`src/rtl/keypad_scan_pkg.sv`:
```
// rtl/keypad_scan_pkg.sv - shared state encodings, row constants and key codes for keypad_scan
package keypad_scan_pkg;

  typedef enum logic [1:0] {
    KS_SCAN  = 2'd0,
    KS_DEB   = 2'd1,
    KS_PRESS = 2'd2,
    KS_REL   = 2'd3
  } ks_state_t;

  localparam int CNT_W = 16;
  localparam logic [CNT_W-1:0] CNT_MAX = '1;
  localparam logic [3:0] ROWS_IDLE = 4'b1111;

  // Front-panel legend, code = row*4 + col
  localparam logic [3:0] KEY_1     = 4'd0;
  localparam logic [3:0] KEY_2     = 4'd1;
  localparam logic [3:0] KEY_3     = 4'd2;
  localparam logic [3:0] KEY_START = 4'd3;
  localparam logic [3:0] KEY_4     = 4'd4;
  localparam logic [3:0] KEY_5     = 4'd5;
  localparam logic [3:0] KEY_6     = 4'd6;
  localparam logic [3:0] KEY_STOP  = 4'd7;
  localparam logic [3:0] KEY_7     = 4'd8;
  localparam logic [3:0] KEY_8     = 4'd9;
  localparam logic [3:0] KEY_9     = 4'd10;
  localparam logic [3:0] KEY_CLEAR = 4'd11;
  localparam logic [3:0] KEY_MIN   = 4'd12;
  localparam logic [3:0] KEY_0     = 4'd13;
  localparam logic [3:0] KEY_SEC   = 4'd14;
  localparam logic [3:0] KEY_DEG   = 4'd15;

  function automatic logic single_low(input logic [3:0] p);
    return ($countones(~p) == 1);
  endfunction

  function automatic logic [1:0] low_index(input logic [3:0] p);
    logic [1:0] idx;
    idx = 2'd0;
    for (int i = 3; i >= 0; i--) begin
      if (!p[i]) idx = 2'(i);
    end
    return idx;
  endfunction

endpackage

```
`src/rtl/key_debounce.sv`:
```
// rtl/key_debounce.sv - row synchronizer plus "stable for N samples" counter and strobe
module key_debounce
  import keypad_scan_pkg::*;
#(
  parameter int N = 1000
) (
  input  logic       clk,
  input  logic       rst,
  input  logic [3:0] row_in,
  input  logic       clr,
  input  logic [3:0] target,
  output logic [3:0] rs,
  output logic       match,
  output logic       done
);

  localparam logic [CNT_W-1:0] CNT_LAST = CNT_W'(N - 1);

  logic [3:0]       s1;
  logic [CNT_W-1:0] cnt;

  always_ff @(posedge clk or posedge rst) begin
    if (rst) begin
      s1 <= ROWS_IDLE;
      rs <= ROWS_IDLE;
    end else begin
      s1 <= row_in;
      rs <= s1;
    end
  end

  assign match = (rs == target);
  // Strobe fires on the sample that brings the run length up to N
  assign done  = match && (cnt == CNT_LAST);

  always_ff @(posedge clk or posedge rst) begin
    if (rst) begin
      cnt <= '0;
    end else if (clr || !match) begin
      cnt <= '0;
    end else if (cnt != CNT_MAX) begin
      cnt <= cnt + 1'b1;
    end
  end

endmodule

```
`src/rtl/keypad_scan.sv`:
```
// rtl/keypad_scan.sv - 4x4 matrix keypad scanner with debounced one-cycle key events
// Optional auto-repeat while held: define KEYPAD_REPEAT_EN.
module keypad_scan
  import keypad_scan_pkg::*;
#(
  parameter int SCAN_DIV   = 16,
  parameter int DEB_CYCLES = 1000
`ifdef KEYPAD_REPEAT_EN
  ,
  parameter int REPEAT_DELAY  = 50000,
  parameter int REPEAT_PERIOD = 10000
`endif
) (
  input  logic       clk,
  input  logic       rst,
  input  logic [3:0] row_in,
  output logic [3:0] col_out,
  output logic [3:0] key_code,
  output logic       key_valid,
  output logic       key_held
);

  localparam logic [CNT_W-1:0] DWELL_LAST = CNT_W'(SCAN_DIV - 1);

  ks_state_t        state;
  logic [1:0]       col;
  logic [CNT_W-1:0] dwell;
  logic [3:0]       pat;
  logic [3:0]       rs;
  logic [3:0]       target;
  logic             match;
  logic             done;
  logic             clr;

`ifdef KEYPAD_REPEAT_EN
  localparam logic [CNT_W-1:0] REP_DELAY_LAST  = CNT_W'(REPEAT_DELAY - 1);
  localparam logic [CNT_W-1:0] REP_PERIOD_LAST = CNT_W'(REPEAT_PERIOD - 1);
  logic [CNT_W-1:0] rep_cnt;
  logic             rep_first;
`endif

  // One counter serves both the press check (against P) and the release check (against idle)
  assign target = (state == KS_REL) ? ROWS_IDLE : pat;
  assign clr    = (state == KS_SCAN) || (state == KS_PRESS) || ((state == KS_DEB) && done);

  key_debounce #(.N(DEB_CYCLES)) u_deb (
    .clk    (clk),
    .rst    (rst),
    .row_in (row_in),
    .clr    (clr),
    .target (target),
    .rs     (rs),
    .match  (match),
    .done   (done)
  );

  assign col_out = ~(4'b0001 << col);

  always_ff @(posedge clk or posedge rst) begin
    if (rst) begin
      state     <= KS_SCAN;
      col       <= 2'd0;
      dwell     <= '0;
      pat       <= ROWS_IDLE;
      key_code  <= 4'd0;
      key_valid <= 1'b0;
      key_held  <= 1'b0;
`ifdef KEYPAD_REPEAT_EN
      rep_cnt   <= '0;
      rep_first <= 1'b1;
`endif
    end else begin
      key_valid <= 1'b0;
      case (state)
        KS_SCAN: begin
          if (dwell == DWELL_LAST) begin
            dwell <= '0;
            if (rs == ROWS_IDLE) begin
              col <= col + 2'd1;
            end else begin
              pat   <= rs;
              state <= KS_DEB;
            end
          end else if (dwell != CNT_MAX) begin
            dwell <= dwell + 1'b1;
          end
        end
        KS_DEB: begin
          if (!match) begin
            state <= KS_SCAN;
            col   <= col + 2'd1;
          end else if (done) begin
            if (single_low(pat)) begin
              key_code  <= {low_index(pat), col};
              key_valid <= 1'b1;
              key_held  <= 1'b1;
              state     <= KS_PRESS;
`ifdef KEYPAD_REPEAT_EN
              rep_cnt   <= '0;
              rep_first <= 1'b1;
`endif
            end else begin
              state <= KS_REL;
            end
          end
        end
        KS_PRESS: begin
          if (rs == ROWS_IDLE) begin
            key_held <= 1'b0;
            state    <= KS_REL;
          end
`ifdef KEYPAD_REPEAT_EN
          else if (rep_cnt == (rep_first ? REP_DELAY_LAST : REP_PERIOD_LAST)) begin
            key_valid <= 1'b1;
            rep_cnt   <= '0;
            rep_first <= 1'b0;
          end else if (rep_cnt != CNT_MAX) begin
            rep_cnt <= rep_cnt + 1'b1;
          end
`endif
        end
        KS_REL: begin
          if (done) begin
            state <= KS_SCAN;
            col   <= col + 2'd1;
          end
        end
        default: state <= KS_SCAN;
      endcase
    end
  end

endmodule

```
`config.mk`:
```
export PLATFORM = sky130hd
export DESIGN_NAME = keypad_scan
export DESIGN_NICKNAME = d
export VERILOG_FILES = /design/src/rtl/keypad_scan_pkg.sv /design/src/rtl/key_debounce.sv /design/src/rtl/keypad_scan.sv
export SDC_FILE = /design/constraint.sdc
export NUM_CORES = 1
export LEC_CHECK = 0
export BUFFER_PORTS_ARGS = -buffer_cell sky130_fd_sc_hd__buf_4
export CAP_MARGIN = 0
export CORE_MARGIN = 2
export CORE_UTILIZATION = 55
export CTS_CLUSTER_DIAMETER = 200
export DETAILED_ROUTE_END_ITERATION = 7
export PLACE_DENSITY_LB_ADDON = 0.1
export SLEW_MARGIN = 20
export SYNTH_ARGS = -nofsm -noshare
export SYNTH_HDL_FRONTEND = slang
export SYNTH_SLANG_ARGS = --single-unit
```
`constraint.sdc`:
```
create_clock -name clk -period 2.4 [get_ports clk]
set_clock_uncertainty 0.2 [all_clocks]
set_input_delay 0.12 -clock clk [delete_from_list [all_inputs] [get_ports clk]]
set_output_delay 0.12 -clock clk [all_outputs]
set_load 0.02 [all_outputs]
```
==> results of run 1 <==
[cell type report]
| cell class | instances | area (um2) | share of cell area, % |
|---|---|---|---|
| Clock buffer | 5 | 68.8 | 2.08 |
| Inverter | 13 | 48.8 | 1.47 |
| Multi-Input combinational cell | 196 | 1440 | 43.5 |
| Timing Repair Buffer | 35 | 275 | 8.31 |
| Clock inverter | 3 | 23.8 | 0.718 |
| Tap cell | 70 | 87.6 | 2.64 |
| Sequential cell | 54 | 1370 | 41.3 |
[layer usage]
layer  routed length [um]  part of all wire, %  vias up  GRT usage [%]
met3                  135                  2.4        5           4.76
met5                    0                    0        -              0
met1                 2740                   49     1078           30.2
met4                   53                 0.95        0           4.09
met2                 2670                   48       23           33.7
li1                     -                    -     1048              -
[worst register-to-register path, delay by kind of cell (launching register included)]
family	cells	cell delay [ns]
fa+ha+maj	3	0.79
simple gates	3	0.63
flops	1	0.56
mux	1	0.36
buf+inv	1	0.07
[state kept, by name, summed over array words and instances, names as in the netlist, 2 cells and up, named ones only]
register and cells:
u_deb.s1 4, pat 4, u_deb.cnt 16, dwell 16, key_code 4, col 2, u_deb.rs 4
[kinds of logic after synthesis]
logic type,count (synthesis),synth area share [%]
simple gates,111,23.1
fa+ha+maj,9,4.23
compound gates,41,10.4
mux,7,2.64
flops,54,48.1
xor+xnor,28,8.63
buf+inv,21,2.95
[cells in the mapped netlist (2+ instances only)]
master / count
a211o_1: 2
o2111ai_1: 4
inv_1: 13
dfstp_2: 12
nand3_1: 7
and2_1: 4
nand2_1: 19
clkbuf_1: 4
nand2b_1: 3
nor4_1: 4
nor2_1: 24
o22a_1: 4
xor2_1: 17
ha_1: 8
buf_2: 4
dfrtp_1: 42
o211ai_1: 3
xnor2_1: 11
nor3_1: 5
nor3_2: 2
and3_1: 6
a211oi_1: 3
mux2_2: 3
nor3b_1: 4
a31oi_1: 2
and4_1: 8
nor4b_1: 2
o21ai_0: 9
mux2i_1: 3
nand4_1: 13
a21oi_1: 6
[power breakdown]
part	switching [mW]	internal (mW)
clock	0.311	0.212
combinational	0.461	0.454
sequential	0.141	1.06
total	0.912	1.73
[per-stage QoR]
stage / cell area, um2 / total power [mW]
2_1_floorplan: 2860 / 1.83
3_3_place_gp: 3140 / 2.07
3_5_place_dp: 3140 / 2.12
4_1_cts: 3280 / 2.66
5_1_grt: 3310 / 2.85
6_report: 3310 / 2.64
[worst max-delay path by stage]
stage,start,slack [ns],endpoint
floorplan,pat[1]$_DFFE_PP1P_,-0.20,key_code[0]$_DFFE_PP0P_
global placement,pat[1]$_DFFE_PP1P_,-0.21,key_code[1]$_DFFE_PP0P_
detailed placement,pat[1]$_DFFE_PP1P_,-0.32,key_code[1]$_DFFE_PP0P_
CTS,pat[1]$_DFFE_PP1P_,-0.34,key_code[1]$_DFFE_PP0P_
global route,pat[1]$_DFFE_PP1P_,-0.48,key_code[1]$_DFFE_PP0P_
finish,pat[1]$_DFFE_PP1P_,-0.33,key_code[1]$_DFFE_PP0P_
[timing repair]
action                                 in CTS  in global routing
pin swaps                                   0                  0
cloned                                      0                  0
hold buffers                                5                  0
endpoints found under the hold margin      46                  0
resized for setup                           0                  6
setup endpoints to repair                   5                 12
==> metrics.yaml, run 1 <==
sta:
  worst_slew_pin_slew_ns: 0.659
  fin_ws_ns: -0.327
  slew-limit-headroom_pct: 56.1
  rsz0062_at_grt: "true"
  whs_ns: 0.162
  timing.setup.tns_ns: -1.26
  finalSetupViolations: 5
  fmax_mhz: 367
  slew_viol_final: 0
  fin_crit_ns: 2.73
  hold_viol: 0
  fin_crit_sh_pct: 114
logic_synthesis:
  yosysTopAreaCell: "dfrtp_1"
  synth_nets: 286
  avgSynthCellArea_um2: 10.5
  yosys-top-cells-area: "dfrtp_1 37%, dfstp_2 11%, xor2_1 5.2%"
  ys_async_sr_fraction_pct: 100
  syn-instance-count: 271
  synth_ff_type: "dfrtp_1"
  ys_seq_area_share_pct: 48.1
  netlist_area_um2: 2840
  synth_cell_types: 51
  yosys.area.top_type_share_pct: 37.0
  synth_seq_cells: 54
  yosys_warnings: 0
  synth_edf_count: 0
finish:
  antenna_cells: 0
  layout_common_cells: "42 x dfrtp_1, 30 x buf_4, 22 x nor2_1, 19 x nand2_1, 17 x xor2_1"
  fin_util_pct: 65.7
  fillers: 401
  drive_gt1_share_pct: 23.2
  synthToLayoutAreaGrowth_pct: 16.5
  final_common_cell: "dfrtp_1"
  layout.nets: 320
  finalNonFillerCells: 376
min_path:
  hold_path.class: "flip-flop to flip-flop"
  whs_path_depth: 0
  min_to: "u_deb.rs[3]$_DFF_PP1_"
  min-delay-start: "u_deb.s1[3]$_DFF_PP1_"
critical_path:
  crit_path_cell_trace: "fa_1 > inv_1 > ha_2 > ha_4 > nor3b_2 > nand4_1 > nor3_4 > mux2_2"
  max_stage_delay_ns: 0.56
  rr_startpoint: "pat[1]$_DFFE_PP1P_"
  criticalPathCategory: "flip-flop to flip-flop"
  reg2reg_slack_ns: -0.33
  worstPathRequired_ns: 2.40
  crit_buf_inv: 1
  rr_endpoint: "key_code[1]$_DFFE_PP0P_"
  arrival_ns: 2.72
  start_kind: "flip-flop"
  r2r_cells: 8
  path_depth: 8
  critPathMaxFanout: 4
  slowest_stage: "dfstp_2"
  cp-end-kind: "flip-flop"
  cp_top_family: "adder cells"
placement:
  dp.cells: 363
  hpwl_um: 3900
  routabilityCongestion: 0.830
  numPortBuffers: 15
  pre_cts_ws_ns: -0.315
die:
  initial_utilization_pct: 56.4
  die_h_um: 75.9
  dieArea_um2: 5760
  core_area_um2: 5040
  ioPinCount: 16
  rows: 26
  dieWidth_um: 75.9
clocking:
  cts.clk_slew.worst_paths_ns: 0.10
  cts_made_buffers: 5
  cts_setup_buffers: 0
  numClockSinks: 54
  cts_tree: "yes"
  clk_path_buf_depth: 2
  root_buffer: "clkbuf_8"
  clk_latency_ns: 0.31
  htree_levels: 2
power:
  p_per_area_nw_per_um2: 798
  vdd_drop_max_mv: 0.369
  leakage_nw: 1.41
detailed_routing:
  vias_per_cell: 5.73
  first_iter_violations: 80
  wl_per_cell_um: 14.9
  antenna_left: 0
  drc: 0
  wl_um: 5600
  drt_first_pass_iters: 4
  vias: 2154
run:
  maxCapViolCount: 0
grt:
  grt_max_degree: 55
  grt_pass1_wl_um: 9240
  antenna_found_initial: 0
  grt_overflow: 0
  first_global_vias: 1995
  track_usage_pct: 21.2
outcome:
  violations: "setup timing"
  status: "finished, violations left"
Power figures use the tool's default switching activity.
==> run 2, diff against run 1 <==
--- a/config.mk
+++ b/config.mk
@@ -8,8 +8,9 @@
 export BUFFER_PORTS_ARGS = -buffer_cell sky130_fd_sc_hd__buf_4
 export CAP_MARGIN = 0
 export CORE_MARGIN = 2
-export CORE_UTILIZATION = 55
+export CORE_UTILIZATION = 60
 export CTS_CLUSTER_DIAMETER = 200
+export CTS_CLUSTER_SIZE = 28
 export DETAILED_ROUTE_END_ITERATION = 7
 export PLACE_DENSITY_LB_ADDON = 0.1
 export SLEW_MARGIN = 20
==> constraint.sdc (replaced) <==
create_clock -name clk -period 3.1 [get_ports clk]
set_clock_uncertainty 0.2 [all_clocks]
set_input_delay 0.155 -clock clk [delete_from_list [all_inputs] [get_ports clk]]
set_output_delay 0.155 -clock clk [all_outputs]
set_load 0.02 [all_outputs]
==> run 2 against run 1 <==
Net effect:
- the flow now finishes without violations
- critical path depth stayed put
- worst hold slack hardly changed
- routed wire length is 3.9% lower
- global-route usage is 1.0 points higher
==> metrics.yaml, run 2 (synthesis results as in run 1) <==
min_path:
  hold_path.class: "flip-flop to flip-flop"  # unchanged
  min-delay-start: "u_deb.s1[0]$_DFF_PP1_"  # was u_deb.s1[3]$_DFF_PP1_
sta:
  finalSetupViolations: 0  # was 5
  whs_ns: 0.162  # about the same
  fin_crit_ns: 2.83  # was 2.73 ns
  worst_slew_pin_slew_ns: 0.884  # was 0.659 ns
  fin_ws_ns: 0.272  # was -0.327 ns
  slew-limit-headroom_pct: 41.0  # was 56.1%
  fin_crit_sh_pct: 91.2  # was 114%
  slew_viol_final: 0  # unchanged
  hold_viol: 0  # unchanged
  timing.setup.tns_ns: 0  # was -1.26 ns
  rsz0062_at_grt: "false"  # was true
  fmax_mhz: 354  # was 367 MHz
clocking:
  clk_path_buf_depth: 2  # unchanged
  cts_made_buffers: 5  # unchanged
  cts-resized-gates: 0  # unchanged
  root_buffer: "clkbuf_8"  # unchanged
  cts_setup_buffers: 0  # unchanged
  numClockSinks: 54  # unchanged
  ctsHoldBuffers: 5  # unchanged
  cts.clk_slew.worst_paths_ns: 0.10  # about the same
  htree_levels: 2  # unchanged
  clk_latency_ns: 0.31  # about the same
  cts_tree: "yes"  # unchanged
die:
  rows: 25  # was 26
  ioPinCount: 16  # unchanged
  core_area_um2: 4630  # was 5040 um2
  initial_utilization_pct: 61.4  # was 56.4%
  dieArea_um2: 5300  # was 5760 um2
  die_h_um: 72.8  # was 75.9 um
  dieWidth_um: 72.8  # was 75.9 um
detailed_routing:
  drt_first_pass_iters: 4  # unchanged
  vias: 2104  # was 2154
  first_iter_violations: 95  # was 80
  vias_per_cell: 6.08  # was 5.73
  drc: 0  # unchanged
  wl_per_cell_um: 15.6  # was 14.9 um
  antenna_left: 0  # unchanged
  wl_um: 5380  # was 5600 um
critical_path:
  critPathMaxFanout: 7  # was 4
  reg2reg_slack_ns: 0.27  # was -0.33 ns
  startpoint: "pat[1]$_DFFE_PP1P_"  # unchanged
  crit_buf_inv: 1  # unchanged
  rr_startpoint: "pat[1]$_DFFE_PP1P_"  # unchanged
  start_kind: "flip-flop"  # unchanged
  crit_path_cell_trace: "fa_1 > inv_1 > ha_1 > ha_1 > nor3b_1 > nand4_1 > nor3_4 > mux2_2"  # was fa_1 > inv_1 > ha_2 > ha_4 > nor3b_2 > nand4_1 > nor3_4 > mux2_2
  cp_top_family: "adder cells"  # unchanged
  max_stage_delay_ns: 0.61  # was 0.56 ns
  worstPathRequired_ns: 3.10  # was 2.40 ns
  cp-end-kind: "flip-flop"  # unchanged
  arrival_ns: 2.83  # was 2.72 ns
  criticalPathCategory: "flip-flop to flip-flop"  # unchanged
  crit_top_cell: "ha_1"
  slowest_stage: "dfstp_2"  # unchanged
placement:
  routabilityCongestion: 0.869  # was 0.830
  hpwl_um: 3690  # was 3900 um
  place_area_um2: 3000  # was 3140 um2
  dp.cells: 333  # was 363
  numPortBuffers: 15  # unchanged
  pre_cts_ws_ns: 0.277  # was -0.315 ns
outcome:
  status: "finished clean"  # was finished, violations left
power:
  power.switching_mw: 0.661  # was 0.912 mW
  power_frac_comb_pct: 27.7  # was 34.6%
  cellInternalPower_mw: 1.30  # was 1.73 mW
  clkPwrFrac_pct: 22.9  # was 19.8%
  vdd_drop_max_mv: 0.320  # was 0.369 mV
  total_power_mw: 1.96  # was 2.64 mW
  pwr-share-seq_pct: 49.4  # was 45.6%
  leakage_nw: 1.36  # was 1.41 nW
  p_per_area_nw_per_um2: 623  # was 798 nW/um2
  power.share.switching_pct: 33.6  # was 34.5%
grt:
  antenna_found_initial: 0  # unchanged
  grt_overflow: 0  # unchanged
  first_global_vias: 2007  # was 1995
  track_usage_pct: 22.2  # was 21.2%
  grt_pass1_wl_um: 9130  # was 9240 um
  grt_max_degree: 55  # unchanged
finish:
  antenna_cells: 0  # unchanged
  final-seq-area_um2: 1370  # unchanged
  layout.nets: 306  # was 320
  synthToLayoutAreaGrowth_pct: 10.9  # was 16.5%
  fin_util_pct: 68.1  # was 65.7%
  fillers: 373  # was 401
  layout_common_cells: "42 x dfrtp_1, 24 x nor2_1, 19 x nand2_1, 17 x xor2_1, 16 x buf_4"  # was 42 x dfrtp_1, 30 x buf_4, 22 x nor2_1, 19 x nand2_1, 17 x xor2_1
  biggestRegsByFlops: "dwell x16, u_deb.cnt x16"  # unchanged
  drive_gt1_share_pct: 17.5  # was 23.2%
  finalNonFillerCells: 346  # was 376
  design_area_um2: 3150  # was 3310 um2
  final_common_cell: "dfrtp_1"  # unchanged
  multi_input_area_um2: 1390  # was 1440 um2
run:
  maxCapViolCount: 0  # unchanged
run 2: cell count changes in the layout (fill, tap and decap cells not counted), sizes merged:
cell	delta
buf	-14
clkbuf	+1
inv	-1
run 2: final cells by class:
| class | instances | area share [%] |
|---|---|---|
| flip-flops and latches | 54 | 43.3 |
| inverters | 13 | 1.59 |
| well taps | 54 | 2.14 |
| repair buffers | 21 | 5.40 |
| clock buffers | 6 | 2.98 |
| clock inverters | 2 | 0.397 |
| multi-input cells | 196 | 44.2 |
run 2: worst register-to-register path, stage by stage, from the launching register on:
cell and delay [ns]:
dfstp_2 0.61, fa_1 0.43, inv_1 0.07, ha_1 0.14, ha_1 0.23, nor3b_1 0.22
nand4_1 0.20, nor3_4 0.26, mux2_2 0.36
run 2: power by group through the flow:
stage / combinational, mW / sequential (mW) / clock (mW)
2_1_floorplan: 0.430 / 0.935 / 0
3_3_place_gp: 0.520 / 0.977 / 0
3_5_place_dp: 0.549 / 0.981 / 0
4_1_cts: 0.554 / 0.969 / 0.459
5_1_grt: 0.610 / 0.988 / 0.484
6_report: 0.544 / 0.970 / 0.450
run 2: path summary, 6_finish.rpt:
| kind | depth (start not counted) | endpoint |
|---|---|---|
| max | 8 | key_code[0]$_DFFE_PP0P_ |
| min | 0 | u_deb.rs[0]$_DFF_PP1_ |
| max reg2reg | 8 | key_code[0]$_DFFE_PP0P_ |
| min reg2reg | 0 | u_deb.rs[0]$_DFF_PP1_ |
| max in group asynchronous | 3 | col[1]$_DFFE_PP0P_ |
| min in group asynchronous | 3 | dwell[15]$_DFFE_PP0P_ |
run 2: layer usage:
metal | vias up | GRT usage (%) | part of all wire (%)
li1 | 1021 | - | -
met1 | 1045 | 30.3 | 49
met4 | 0 | 7.00 | 1.1
met2 | 32 | 35.9 | 47
met3 | 6 | 4.70 | 3.0
met5 | - | 0 | 0
